==> src/rtl/merge_port_arbiter.sv <==
// rtl/merge_port_arbiter.sv - packet-locked round-robin merge of NPORT flit streams into one registered output
// A port owns the output from its head flit through its tail flit; rr_ptr rotates priority per packet.
module merge_port_arbiter #(
   parameter int               DW         = 32,
   parameter int               NPORT      = 5,
   parameter logic [NPORT-1:0] INPUT_MASK = '1,
   parameter int               TAIL_BIT   = DW-1
) (
   input  logic                       clk,
   input  logic                       rst,
   input  logic [NPORT-1:0][DW-1:0]   data_i,
   input  logic [NPORT-1:0]           valid_i,
   output logic [NPORT-1:0]           ready_o,
   output logic [DW-1:0]              data_o,
   output logic                       valid_o,
   input  logic                       ready_i,
   output logic [NPORT-1:0]           grant_o,
   output logic                       busy_o
);

   localparam int PW = (NPORT > 1) ? $clog2(NPORT) : 1;

   typedef enum logic {IDLE, LOCK} state_t;

   state_t           state;
   state_t           state_nxt;
   logic [PW-1:0]    rr_ptr;
   logic [PW-1:0]    owner;
   logic [PW-1:0]    win_idx;
   logic [NPORT-1:0] req;
   logic             win_found;
   logic             accept;
   logic             tail;

   // Circular search starting one past the last owner.
   always_comb begin : pick
      int j;
      j         = 0;
      req       = valid_i & INPUT_MASK;
      win_found = 1'b0;
      win_idx   = '0;
      for (int i = 1; i <= NPORT; i++) begin
         j = int'(rr_ptr) + i;
         if (j >= NPORT) j = j - NPORT;
         if (!win_found && req[j]) begin
            win_found = 1'b1;
            win_idx   = PW'(j);
         end
      end
   end

   always_comb begin : ctrl
      state_nxt = state;
      ready_o   = '0;
      accept    = 1'b0;
      tail      = 1'b0;
      case (state)
         IDLE: begin
            if (win_found) state_nxt = LOCK;
         end
         LOCK: begin
            ready_o[owner] = (!valid_o || ready_i) && INPUT_MASK[owner];
            accept         = valid_i[owner] && ready_o[owner];
            tail           = accept && data_i[owner][TAIL_BIT];
            if (tail) state_nxt = IDLE;
         end
         default: state_nxt = IDLE;
      endcase
   end

   always_ff @(posedge clk) begin
      if (rst) begin
         state   <= IDLE;
         rr_ptr  <= PW'(NPORT-1);
         owner   <= '0;
         grant_o <= '0;
         data_o  <= '0;
         valid_o <= 1'b0;
      end else begin
         state <= state_nxt;
         if (state == IDLE && win_found) begin
            owner   <= win_idx;
            grant_o <= NPORT'(1) << win_idx;
         end
         if (tail) begin
            rr_ptr  <= owner;
            grant_o <= '0;
         end
         // Output register: load on accept, drain on downstream ready, otherwise hold.
         if (accept) begin
            data_o  <= data_i[owner];
            valid_o <= 1'b1;
         end else if (ready_i) begin
            valid_o <= 1'b0;
         end
      end
   end

   assign busy_o = (state == LOCK);

endmodule

==> config.mk <==
export PLATFORM = sky130hd
export DESIGN_NAME = merge_port_arbiter
export DESIGN_NICKNAME = d
export VERILOG_FILES = /design/src/rtl/merge_port_arbiter.sv
export SDC_FILE = /design/constraint.sdc
export NUM_CORES = 1
export LEC_CHECK = 0
export ABC_AREA = 1
export ABC_CLOCK_PERIOD_IN_PS = 3100
export CORE_ASPECT_RATIO = 2
export CORE_MARGIN = 10
export CORE_UTILIZATION = 39
export CTS_CLUSTER_DIAMETER = 200
export DETAILED_ROUTE_END_ITERATION = 16
export GPL_TIMING_DRIVEN = 0
export PLACE_DENSITY = 0.86
export SYNTH_ARGS = -nofsm -noshare
export SYNTH_HDL_FRONTEND = slang
export SYNTH_SLANG_ARGS = --single-unit
==> constraint.sdc <==
create_clock -name clk -period 3.1 [get_ports clk]
set_input_delay 0.62 -clock clk [delete_from_list [all_inputs] [get_ports clk]]
set_output_delay 0.62 -clock clk [all_outputs]
set_load 0.005 [all_outputs]
==> results.sh <==
export IMPL_drc=0
export IMPL_grt_max_degree=14
export IMPL_syn_area_um2=3730
export IMPL_finalClockSkew_ns=0.00429
export IMPL_setup_tns_ns=0
export IMPL_ys_ff_latch=45
export IMPL_grt_pass1_wl_um=27400
export IMPL_yosys_warnings=0
export IMPL_hold_viol=0
export IMPL_path_clk_slew_ns=0.06
export IMPL_core_um2=9380
export IMPL_postRouteAntennaNets=0
export IMPL_period_needed_ns=2.93
export IMPL_gp_congestion=0.962
export IMPL_synth_distinct_cells=40
export IMPL_max_clock_freq_ghz=0.341
export IMPL_grtUsageTotal=0.250
export IMPL_cts_tree="yes"
export IMPL_postCtsHoldBufs=0
export IMPL_viasPerCell=5.71
export IMPL_clock_sinks=45
export IMPL_cp_start_kind="register"
export IMPL_synth_top_area_frac=0.242
export IMPL_status="completed"
export IMPL_drt_initial_drc_count=302
export IMPL_postCtsSetupBuffers=0
export IMPL_yosys_area_top_type="dfxtp_1"
export IMPL_num_fill_cells=841
export IMPL_cp_end_kind="output port"
export IMPL_cp_arrival_ns=2.31
export IMPL_nets=1001
export IMPL_fin_util=0.656
export IMPL_leakagePower_uw=0.00248
export IMPL_netlist_top_cells_area="dfxtp_1 24%, o21ai_0 14%, a21oi_1 9.7%, nor2_1 8.7%, nand2_1 8.2%"
export IMPL_insertion_delay_ns=0.29
export IMPL_cp_data_required_time_ns=2.48
export IMPL_drv_cap=0
export IMPL_synth_nets=783
export IMPL_dr_pass1_iters=5
export IMPL_die_height_um=158
export IMPL_num_io_pins=212
export IMPL_htree_levels=2
export IMPL_syn_inst=605
export IMPL_area_delta_synth_final_pct=65.1
export IMPL_relSlewSlack=0.577
export IMPL_gr_total_overflow=0
export IMPL_synth_avg_cell_area_um2=6.16
export IMPL_irDropWorstVdd_v=0.000457
export IMPL_yosysMostFrequentCell="o21ai_0"
export IMPL_clk_root_buffer_cell="clkbuf_16"
export IMPL_synthFlopType="dfxtp_1"
export IMPL_ys_top_cells_by_count="103 x o21ai_0, 86 x nor2_1, 81 x nand2_1"
export IMPL_antenna_found_initial=0
export IMPL_finalPower_uw=5280
export IMPL_cts_made_buffers=5
export IMPL_hpwlAfterDp_um=15000
export IMPL_io_buffers=211
export IMPL_initial_core_util=0.397
export IMPL_async_reset_ff_frac=0
export IMPL_diodes=0
export IMPL_die_x_um=89.1
export IMPL_tightest_slew_ns=0.635
export IMPL_drive_gt1_frac=0.0716
export IMPL_dieArea_um2=14100
export IMPL_cp_max_fo=10
export IMPL_hp_class="reg -> reg"
export IMPL_drt_total_wl_um=18200
export IMPL_synth_edff_count=0
export IMPL_ys_seq_area_frac=0.242
export IMPL_fin_crit_sh=0.946
export IMPL_power_density_nw_per_um2=858
export IMPL_routed_via_count=5296
export IMPL_setup_violations=0
export IMPL_fp_row_count=50
export IMPL_drv_slew=0
export IMPL_rsz0062_at_grt="no"
export IMPL_clock_path_buffers=2
export IMPL_grt_pass1_vias=5366
export IMPL_wl_per_cell_um=19.6
export IMPL_worstSetupPathType="reg -> out"
==> stage by stage <==
stage	worst slack (ns)	cells	cell area [um2]	hold slack (ns)
6_report	0.167	928	6150	0.473
3_5_place_dp	0.147	920	5970	0.463
5_1_grt	0.0403	928	6150	0.500
2_1_floorplan	0.614	605	3730	0.456
4_1_cts	0.0246	928	6140	0.473
3_3_place_gp	0.235	920	5970	0.458
==> kinds of logic (layout without fill, tap and decap cells) <==
logic type                 after synthesis  in the layout  share of synthesized area
and+or+nand+nor                        244            244                      0.302
adders and majority gates               10             10                     0.0336
buffers and inverters                   77            296                     0.0836
xor gates and xnor gates                 4              4                     0.0165
AOI/OAI and AO/OA                      225            225                      0.323
DFF                                     45             45                      0.242
==> state kept, by name, indices dropped and copies added (netlist names) <==
signal	cells
grant_o	5
busy_o	1
valid_o	1
owner	3
rr_ptr	3
data_o	32
==> cell type report <==
cell class                 instances  area, um2  area share
clock buffer                       7        143      0.0232
buffer                            35        155      0.0252
clock inverter                     1       30.0     0.00488
inverter                          42        160      0.0260
multi-input combinational        483       2520       0.409
tap                              104        130      0.0211
timing repair buffer             211       2110       0.343
sequential                        45        906       0.147
==> power breakdown <==
| group | internal (uW) | total (uW) | leakage, uW | switching [uW] |
|---|---|---|---|---|
| registers | 790 | 927 | 0.000371 | 137 |
| clock network | 403 | 631 | 0.0000841 | 228 |
| logic | 1460 | 3720 | 0.00203 | 2270 |
==> routing by layer <==
| metal | global-route usage | vias to the layer above | share of wire |
|---|---|---|---|
| met3 | 0.0640 | 64 | 0.069 |
| met2 | 0.477 | 279 | 0.56 |
| met1 | 0.226 | 2427 | 0.32 |
| li1 | - | 2526 | - |
| met4 | 0.133 | 0 | 0.051 |
| met5 | 0 | - | 0 |
==> worst max-delay path, stage by stage, from the launching register on <==
cell and delay [ns]:
dfxtp_1 0.40, inv_1 0.16, clkbuf_1 0.38, clkbuf_2 0.32
nand3_1 0.12, nor2_1 0.10, clkdlybuf4s50_1 0.53
==> final timing paths <==
check                           from                      end  slack, ns  cells after the start
min reg2reg  grant_o[1]$_SDFFE_PP0P_  grant_o[1]$_SDFFE_PP0P_       0.47                      2
max            owner[0]$_SDFFE_PP0P_               ready_o[2]       0.17                      6
min          grant_o[1]$_SDFFE_PP0P_  grant_o[1]$_SDFFE_PP0P_       0.47                      2
max reg2reg   rr_ptr[0]$_SDFFE_PP0P_  grant_o[0]$_SDFFE_PP0P_       0.29                     20
==> cells in the final DEF, fill, tap and decap left out, drive strengths merged, types with 3 or more instances in the layout <==
master	count
nand2	93
nand4	8
a21oi	73
ha	10
clkdlybuf4s50	211
nand3	48
dfxtp	45
nor2	90
clkbuf	34
o22ai	32
o211ai	3
inv	42
buf	8
o21ai	111
==> what timing repair did <==
action                                  in CTS  in global routing
gates cloned                                 0                  0
resized for setup                            1                  9
endpoints found under the setup margin       2                 12
Note: power is estimated with default switching activity, not from simulation.
